## config.mk

```make
export PLATFORM = sky130hd
export DESIGN_NAME = call_return_sequencer
export DESIGN_NICKNAME = d
export VERILOG_FILES = /design/src/rtl/grizzly_pkg.sv /design/src/rtl/call_return_sequencer.sv
export SDC_FILE = /design/constraint.sdc
export NUM_CORES = 1
export LEC_CHECK = 0
export CORE_MARGIN = 2
export CORE_UTILIZATION = 30
export CTS_BUF_LIST = sky130_fd_sc_hd__clkbuf_4 sky130_fd_sc_hd__clkbuf_8 sky130_fd_sc_hd__clkbuf_16
export DETAILED_ROUTE_END_ITERATION = 8
export PLACE_DENSITY = 0.59
export SYNTH_ARGS = -nofsm -noshare
export SYNTH_HDL_FRONTEND = slang
export SYNTH_SLANG_ARGS = --single-unit
export TNS_END_PERCENT = 5
```

## constraint.sdc

```tcl
create_clock -name Clock -period 3.94 [get_ports Clock]
set_input_delay 1.182 -clock Clock [delete_from_list [all_inputs] [get_ports Clock]]
set_output_delay 1.182 -clock Clock [all_outputs]
set_load 0.02 [all_outputs]
```

## src/rtl/grizzly_pkg.sv

```systemverilog
// -----------------------------------------------------------------------------
// grizzly_pkg
// Shared definitions for the 8-bit core:
//   - register-file select codes for the special registers (SL, SH, SREG, PCL, PCH)
//   - state encoding of the CALL/RET sequencer
// -----------------------------------------------------------------------------
package grizzly_pkg;

   localparam int unsigned ADDR_W = 16;
   localparam int unsigned DATA_W = 8;

   // Register-file selects for registers outside the general-purpose bank
   localparam logic [4:0] SEL_SL   = 5'b10000;
   localparam logic [4:0] SEL_SH   = 5'b10001;
   localparam logic [4:0] SEL_SREG = 5'b10010;
   localparam logic [4:0] SEL_PCL  = 5'b10011;
   localparam logic [4:0] SEL_PCH  = 5'b10100;

   typedef enum logic [3:0] {
      ST_IDLE    = 4'd0,
      ST_RDSP    = 4'd1,
      ST_CAPSP   = 4'd2,
      ST_PUSH1   = 4'd3,
      ST_PUSH2   = 4'd4,
      ST_CALLFIN = 4'd5,
      ST_POP1    = 4'd6,
      ST_POP2    = 4'd7,
      ST_RETSP   = 4'd8,
      ST_RETFIN  = 4'd9
   } seq_state_e;

endpackage

```

## src/rtl/call_return_sequencer.sv

```systemverilog
// -----------------------------------------------------------------------------
// call_return_sequencer
// Multi-cycle CALL/RET engine. Reads SP from the register file, pushes or pops
// the 16-bit return PC through data memory, writes the updated SP back and
// loads the PC.
//
// Ports
//   Clock, ResetN            clock, asynchronous active-low reset
//   CallReq, RetReq          start requests, sampled only when idle (CALL wins)
//   CallTarget, ReturnPC     PC to load / PC to push, latched on CALL accept
//   Busy, Done               busy from the cycle after accept through Done;
//                            Done pulses in the final cycle
//   RegS1Sel/RegS2Sel        register-file read selects (SL / SH)
//   RegS1Out/RegS2Out        register-file read data, one cycle after select
//   StackIn, StackInEnable   new SP value and its one-cycle write strobe
//   MemAddr, MemWData        data-memory address / write data
//   MemWe, MemRe, MemRData   write strobe, read strobe, read data (next cycle)
//   PCLoad, PCLoadValue      one-cycle PC load strobe and value
//   DbgState                 current sequencer state, for observation only
//
// Handshake: a request is taken on the rising edge that ends an IDLE cycle;
// requests at any other time are ignored and need not be held.
// All outputs are decoded from the state and the internal latches, so they
// drop to zero as soon as ResetN is asserted.
// -----------------------------------------------------------------------------
module call_return_sequencer
   import grizzly_pkg::*;
#(
   parameter int unsigned ADDR_W    = 16,
   parameter int unsigned DATA_W    = 8,
   parameter logic [4:0]  SP_LO_SEL = 5'b10000,
   parameter logic [4:0]  SP_HI_SEL = 5'b10001
) (
   input  logic              Clock,
   input  logic              ResetN,
   input  logic              CallReq,
   input  logic              RetReq,
   input  logic [ADDR_W-1:0] CallTarget,
   input  logic [ADDR_W-1:0] ReturnPC,
   output logic              Busy,
   output logic              Done,
   output logic [4:0]        RegS1Sel,
   output logic [4:0]        RegS2Sel,
   input  logic [DATA_W-1:0] RegS1Out,
   input  logic [DATA_W-1:0] RegS2Out,
   output logic [ADDR_W-1:0] StackIn,
   output logic              StackInEnable,
   output logic [ADDR_W-1:0] MemAddr,
   output logic [DATA_W-1:0] MemWData,
   output logic              MemWe,
   output logic              MemRe,
   input  logic [DATA_W-1:0] MemRData,
   output logic              PCLoad,
   output logic [ADDR_W-1:0] PCLoadValue,
   output seq_state_e        DbgState
);

   seq_state_e        r_state;
   seq_state_e        w_next;

   logic [ADDR_W-1:0] r_sp;
   logic [ADDR_W-1:0] r_ret_pc;
   logic [ADDR_W-1:0] r_target;
   logic [DATA_W-1:0] r_pch;
   logic [DATA_W-1:0] r_pcl;
   logic              r_is_call;

   // Stack address arithmetic wraps modulo 2^ADDR_W by construction
   logic [ADDR_W-1:0] w_sp_m1;
   logic [ADDR_W-1:0] w_sp_m2;
   logic [ADDR_W-1:0] w_sp_p1;
   logic [ADDR_W-1:0] w_sp_p2;

   assign w_sp_m1  = r_sp - ADDR_W'(1);
   assign w_sp_m2  = r_sp - ADDR_W'(2);
   assign w_sp_p1  = r_sp + ADDR_W'(1);
   assign w_sp_p2  = r_sp + ADDR_W'(2);
   assign DbgState = r_state;

   // State register
   always_ff @(posedge Clock or negedge ResetN) begin
      if (!ResetN) begin
         r_state <= ST_IDLE;
      end else begin
         r_state <= w_next;
      end
   end

   // Operand latches
   always_ff @(posedge Clock or negedge ResetN) begin
      if (!ResetN) begin
         r_sp      <= '0;
         r_ret_pc  <= '0;
         r_target  <= '0;
         r_pch     <= '0;
         r_pcl     <= '0;
         r_is_call <= 1'b0;
      end else begin
         if (r_state == ST_IDLE) begin
            if (CallReq) begin
               r_ret_pc  <= ReturnPC;
               r_target  <= CallTarget;
               r_is_call <= 1'b1;
            end else if (RetReq) begin
               r_is_call <= 1'b0;
            end
         end
         // Register-file data for the RDSP selects is valid during CAPSP
         if (r_state == ST_CAPSP) begin
            r_sp <= {RegS2Out, RegS1Out};
         end
         // Memory data arrives one cycle after its read strobe
         if (r_state == ST_POP2) begin
            r_pch <= MemRData;
         end
         if (r_state == ST_RETSP) begin
            r_pcl <= MemRData;
         end
      end
   end

   // Next-state logic
   always_comb begin
      w_next = r_state;
      case (r_state)
         ST_IDLE:    if (CallReq || RetReq) w_next = ST_RDSP;
         ST_RDSP:    w_next = ST_CAPSP;
         ST_CAPSP:   w_next = r_is_call ? ST_PUSH1 : ST_POP1;
         ST_PUSH1:   w_next = ST_PUSH2;
         ST_PUSH2:   w_next = ST_CALLFIN;
         ST_CALLFIN: w_next = ST_IDLE;
         ST_POP1:    w_next = ST_POP2;
         ST_POP2:    w_next = ST_RETSP;
         ST_RETSP:   w_next = ST_RETFIN;
         ST_RETFIN:  w_next = ST_IDLE;
         default:    w_next = ST_IDLE;
      endcase
   end

   // Output decode
   always_comb begin
      Busy          = (r_state != ST_IDLE);
      Done          = 1'b0;
      RegS1Sel      = '0;
      RegS2Sel      = '0;
      StackIn       = '0;
      StackInEnable = 1'b0;
      MemAddr       = '0;
      MemWData      = '0;
      MemWe         = 1'b0;
      MemRe         = 1'b0;
      PCLoad        = 1'b0;
      PCLoadValue   = '0;
      case (r_state)
         ST_RDSP, ST_CAPSP: begin
            RegS1Sel = SP_LO_SEL;
            RegS2Sel = SP_HI_SEL;
         end
         // Low byte first at SP, high byte at SP-1 (post-decrement push)
         ST_PUSH1: begin
            MemAddr  = r_sp;
            MemWData = r_ret_pc[DATA_W-1:0];
            MemWe    = 1'b1;
         end
         ST_PUSH2: begin
            MemAddr  = w_sp_m1;
            MemWData = r_ret_pc[ADDR_W-1:DATA_W];
            MemWe    = 1'b1;
         end
         ST_CALLFIN: begin
            StackIn       = w_sp_m2;
            StackInEnable = 1'b1;
            PCLoad        = 1'b1;
            PCLoadValue   = r_target;
            Done          = 1'b1;
         end
         // Pre-increment pop: high byte sits at SP+1, low byte at SP+2
         ST_POP1: begin
            MemAddr = w_sp_p1;
            MemRe   = 1'b1;
         end
         ST_POP2: begin
            MemAddr = w_sp_p2;
            MemRe   = 1'b1;
         end
         ST_RETSP: begin
            StackIn       = w_sp_p2;
            StackInEnable = 1'b1;
         end
         ST_RETFIN: begin
            PCLoad      = 1'b1;
            PCLoadValue = {r_pch, r_pcl};
            Done        = 1'b1;
         end
         default: ;
      endcase
   end

endmodule
```

==> results of run 1 <==
cell type report:
type	instances	area, sq um	area share, %
clock buffers	10	239	3.28
clock inverters	6	93.8	1.29
inverters	11	41.3	0.567
multi-input cells	400	3060	42.0
flip-flops and latches	69	1730	23.7
well taps	216	270	3.71
repair buffers	205	1850	25.4
worst paths after layout:
| path | startpoint | to | slack [ns] | depth (start not counted) |
|---|---|---|---|---|
| worst max register to register | DbgState[1] | r_target[9] | 1.66 | 5 |
| worst max-delay path | DbgState[3] | MemAddr[14] | -0.06 | 11 |
| worst min-delay path | r_pcl[3] | r_pcl[3] | 0.48 | 2 |
| worst min register to register | r_pcl[3] | r_pcl[3] | 0.48 | 2 |
| min in group asynchronous | ResetN | r_target[1] | 0.78 | 1 |
| max in group asynchronous | ResetN | r_ret_pc[8] | 2.40 | 2 |
sequential cells by signal, summed over array words and instances (netlist names):
register and flops:
r_pcl 8, r_is_call 1, r_sp 16, DbgState 4, r_ret_pc 16, r_pch 8
r_target 16
cell usage in the layout (no fill, tap or decap), drive strengths merged, types with 15 or more instances in the layout:
cell type / synthesis / layout
buf: 24 / 88
xnor2: 15 / 15
ha: 20 / 20
clkdlybuf4s50: 0 / 89
xor2: 15 / 15
dlymetal6s2s: 0 / 15
a22o: 24 / 24
mux2: 51 / 51
dfrtp: 69 / 69
nand2: 67 / 68
a21oi: 33 / 33
o21ai: 18 / 18
nor2: 36 / 36
metal layers:
layer / wire [um] / track usage, %
met2: 7240 / 29.3
met3: 1300 / 5.74
met5: 0 / 0
met4: 249 / 5.50
met1: 6740 / 23.3
what timing repair did:
action	in CTS	in global routing
gates cloned	0	1
endpoints found under the setup margin	24	31
gates resized for setup	70	58
pin swaps	4	7
buffers inserted	0	1
hold endpoints to repair	0	0
cells by family after synthesis:
kind of cell / Yosys count / synth area share [%]
XOR/XNOR: 30 / 5.51
other: 1 / 0.0786
flip-flops: 69 / 36.2
adder cells (fa/ha/maj): 21 / 5.67
AO/OA/AOI/OAI: 125 / 18.0
buffers and inverters: 56 / 5.64
multiplexers: 51 / 12.0
AND/OR/NAND/NOR: 165 / 16.8
report_power, final:
group	internal [mW]	switching, mW	leakage [nW]
Sequential	1.08	0.307	0.816
Clock	0.577	0.329	0.160
Combinational	2.09	2.25	2.29
Total	3.74	2.89	3.27
through the flow:
stage	instance area, sq um	total power, mW	setup TNS, ns	setup slack (ns)	instances
3_3_place_gp	6710	5.40	-2.30	-0.319	899
5_1_grt	7290	7.10	-1.29	-0.179	917
6_report	7290	6.63	-0.156	-0.0561	917
4_1_cts	7060	6.40	-0.582	-0.167	915
2_1_floorplan	4810	3.73	0	0.0110	524
3_5_place_dp	6710	5.46	-2.51	-0.368	899
worst min-delay path: stages (launching register included):
cell     delay [ns]
dfrtp_1        0.35
nand2_1        0.05
nand2_1        0.06
==> flow_summary.yaml, run 1 <==
status:
  status: "finished with violations"
  violations: "negative setup slack"
timing:
  slew_violations: 0
  setup_viol: 7
  final-hold-violation-count: 0
  fmax_mhz: 250
  slew_headroom_pct: 56.0
  fin_crit_ns: 4.00
  worst_pin_slew_ns: 0.656
  holdWs_ns: 0.483
  grt_setup_unrepaired: "true"
  fin_crit_sh_pct: 101
  setup_ws_ns: -0.0561
  skew_ns: 0.00419
clock_network:
  holdBufCountCts: 0
  clock_latency_ns: 0.33
  cts_buffers: 9
  h-tree-depth: 3
  ctsLongestPathBuffers: 2
  cts.sinks: 69
  clkTransAtPathRegs_ns: 0.06
  ctsRootBufferMaster: "clkbuf_16"
  cts_tree: "done"
worst_setup_path:
  crit_path_max_incr_delay_ns: 0.38
  path_cells: "nand2b_4 > nor2_4 > nand2_4 > ha_1 > nand2_1 > or3_1 > a211o_1 > nand3_1 > xnor2_1 > o22ai_1 > buf_4"
  critPathTopFamily: "simple AND/OR/NAND/NOR gates"
  cp_data_required_time_ns: 2.76
  crit_arrival_ns: 2.81
  end_kind: "output pin"
  criticalPathCategory: "flip-flop to output pin"
  critical_path.max_fanout: 7
  cp-start-kind: "flip-flop"
  cp_slowest_cell: "dfrtp_1"
  cp_num_buf_inv: 1
synthesis:
  yosys.area.top_type: "dfrtp_1"
  postSynth.asyncResetShare_pct: 100
  synth_top_area_share_pct: 36.2
  netlist_instances: 518
  yosysMostFrequentCell: "dfrtp_1"
  syn_area_sq_um: 4770
  yosys.cell_types.count: 60
  avgSynthCellArea_sq_um: 9.21
  yosys_warnings: 0
  synth_seq_area_share_pct: 36.2
  ys_top_cells_by_area: "dfrtp_1 36%, mux2_1 12%, nand2_1 5.3%"
  ys_ff_latch: 69
  synth_common_cells: "69 x dfrtp_1, 67 x nand2_1, 51 x mux2_1"
  synth-main-ff-cell: "dfrtp_1"
  synth_edf_count: 0
min_path:
  hold_class: "flip-flop to flip-flop"
routing:
  wl_per_cell_um: 16.9
  firstDrtPassIters: 5
  vias_per_cell: 5.03
  wl_um: 15500
  dr.first_iter.drc_count: 209
  num_vias: 4615
  drc_errors: 0
  postRouteAntennaNets: 0
power_and_ir_drop:
  cellLeakagePower_nw: 3.27
  power_density_nw_per_um2: 910
  ir_drop_mv: 0.393
cells_and_area:
  nets: 777
  n_antenna_cell: 0
  n_fill_cell: 1526
  fin_util_pct: 46.4
  layout-drive-gt1-share_pct: 22.1
  area_growth_pct: 52.8
place:
  portBuffers: 128
  place_congestion: 0.887
  dp_hpwl_um: 11400
global_route:
  grt_pass1_wl_um: 23800
  overflow: 0
  antenna_found_initial: 0
  grt_pass1_vias: 4647
  grt_max_degree: 31
  grt_use_total_pct: 18.2
floorplan:
  initial_core_util_pct: 30.4
  dieArea_sq_um: 16900
  die_h_um: 130
  core.rowCount: 46
  die_x_um: 130
  num_io_pins: 136
  fp.coreArea_sq_um: 15700
job:
  max_cap_viol_count: 0
(Power assumes the default switching activity.)
==> run 2, diff against run 1 <==
Settings changed: PLACE_DENSITY 0.59 to 0.57, SKIP_CTS_REPAIR_TIMING from default to 1.
Clock period 3.94 ns to 4 ns, I/O delays scaled along.
==> run 2 against run 1 <==
  * The run still ends with negative setup slack left
  * Sequential power shrank 4%
  * Global-route usage decreased by 0.38 points
  * Clock skew grew 0.0030 ns
  * Die area is the same
  * Register-to-register slack better by 0.18 ns
  * Critical path depth increased by 1
==> flow_summary.yaml, run 2 (synthesis gave the netlist of run 1 again) <==
floorplan:
  die_h_um: 130
  core.rowCount: 46
  initial_core_util_pct: 30.4
  num_io_pins: 136
  fp.coreArea_sq_um: 15700
  dieArea_sq_um: 16900
  die_x_um: 130
routing:
  firstDrtPassIters: 4
  drc_errors: 0
  wl_per_cell_um: 16.3
  vias_per_cell: 4.95
  wl_um: 14900
  postRouteAntennaNets: 0
  dr.first_iter.drc_count: 263
  num_vias: 4545
clock_network:
  cts_tree: "done"
  cts.sinks: 69
  clkTransAtPathRegs_ns: 0.06
  cts_buffers: 9
  ctsRootBufferMaster: "clkbuf_16"
  ctsLongestPathBuffers: 2
  clock_latency_ns: 0.33
  h-tree-depth: 3
worst_setup_path:
  cp_slowest_cell: "dfrtp_1"
  cp_data_required_time_ns: 2.80
  cpMostUsedCell: "buf_4"
  path_cells: "nand2b_1 > nor2_2 > nand2_4 > buf_4 > ha_1 > nand2_1 > or3_1 > a21oi_2 > nor2_1 > xor2_1 > o22ai_1 > buf_4"
  path_depth: 12
  cp_num_buf_inv: 2
  startpoint: "DbgState[3]"
  crit_path_max_incr_delay_ns: 0.37
  criticalPathCategory: "flip-flop to output pin"
  end_kind: "output pin"
  ff2ff_path_depth: 5
  critical_path.max_fanout: 13
  crit_arrival_ns: 2.88
  critPathTopFamily: "simple AND/OR/NAND/NOR gates"
  r2r-start: "DbgState[1]"
  cp-start-kind: "flip-flop"
timing:
  holdWs_ns: 0.482
  fmax_mhz: 245
  skew_ns: 0.00720
  fin_setup_tns_ns: -0.351
  grt_setup_unrepaired: "true"
  slew_headroom_pct: 33.6
  fin_crit_ns: 4.08
  worst_pin_slew_ns: 0.993
  setup_viol: 5
  slew_violations: 0
  setup_ws_ns: -0.0815
  fin_crit_sh_pct: 102
  final-hold-violation-count: 0
cells_and_area:
  fin_cells: 918
  n_antenna_cell: 0
  fin_util_pct: 45.2
  layout-drive-gt1-share_pct: 18.9
  stdcell_area_sq_um: 7110
  area_growth_pct: 49.0
  final_cell_mix: "104 x clkdlybuf4s50_1, 84 x buf_4, 69 x dfrtp_1, 66 x nand2_1, 51 x mux2_1"
  n_fill_cell: 1555
  reg_top3: "r_ret_pc (16), r_sp (16), r_target (16)"
  layout_commonest_cell: "clkdlybuf4s50_1"
  nets: 778
global_route:
  grt_max_degree: 37
  overflow: 0
  grt_use_total_pct: 17.8
  grt_pass1_vias: 4602
  grt_pass1_wl_um: 23500
  antenna_found_initial: 0
place:
  place_congestion: 0.914
  placed_area_sq_um: 6730
  portBuffers: 128
  post-place-ws_ns: -0.292
  dp_hpwl_um: 11300
  dp.cells: 902
job:
  max_cap_viol_count: 0
min_path:
  hold_class: "flip-flop to flip-flop"
  holdPathStages: 2
  hold_start: "r_pcl[5]"
power_and_ir_drop:
  power_density_nw_per_um2: 887
  ir_drop_mv: 0.431
  cellLeakagePower_nw: 3.13
  finalPower_mw: 6.30
status:
  status: "finished with violations"
  violations: "negative setup slack"
-- run 2: cell count changes in the layout (fill, tap and decap cells not counted), sizes merged --
cell	change
clkinv	-1
clkdlybuf4s15	-2
clkdlybuf4s50	+15
dlymetal6s2s	-3
dlygate4sd2	-8
nand2	-1
clkinvlp	+1
-- run 2: power by group --
group / internal [mW] / switching (mW)
clock: 0.567 / 0.314
sequential: 1.06 / 0.268
combinational: 1.95 / 2.15
-- run 2: layout make-up --
type | instances | area, sq um | area share, %
sequential | 69 | 1730 | 24.3
clock buffer | 10 | 239 | 3.36
tap | 216 | 270 | 3.80
inverter | 11 | 41.3 | 0.581
clock inverter | 6 | 92.6 | 1.30
multi-input combinational | 399 | 2870 | 40.4
timing repair buffer | 207 | 1860 | 26.2
-- run 2: path summary, 6_finish.rpt --
kind / to / slack (ns)
max: MemAddr[10] / -0.08
min: r_pcl[5] / 0.48
max reg2reg: r_ret_pc[13] / 1.84
min reg2reg: r_pcl[5] / 0.48
max in group asynchronous: r_ret_pc[1] / 2.25
min in group asynchronous: r_pch[1] / 0.97
-- run 2: metal layers --
layer  vias to the layer above  global-route usage (%)  share of wire (%)
met2                       169                    27.8                 45
met5                         -                       0                  0
met1                      2145                    23.9                 45
met3                        20                    4.88                8.3
met4                         0                    5.76                1.8
li1                       2211                       -                  -
-- run 2: worst min-delay path, cell delays in order, from the launching register on --
cell	delay, ns
dfrtp_1	0.35
nand2_1	0.05
nand2_1	0.05
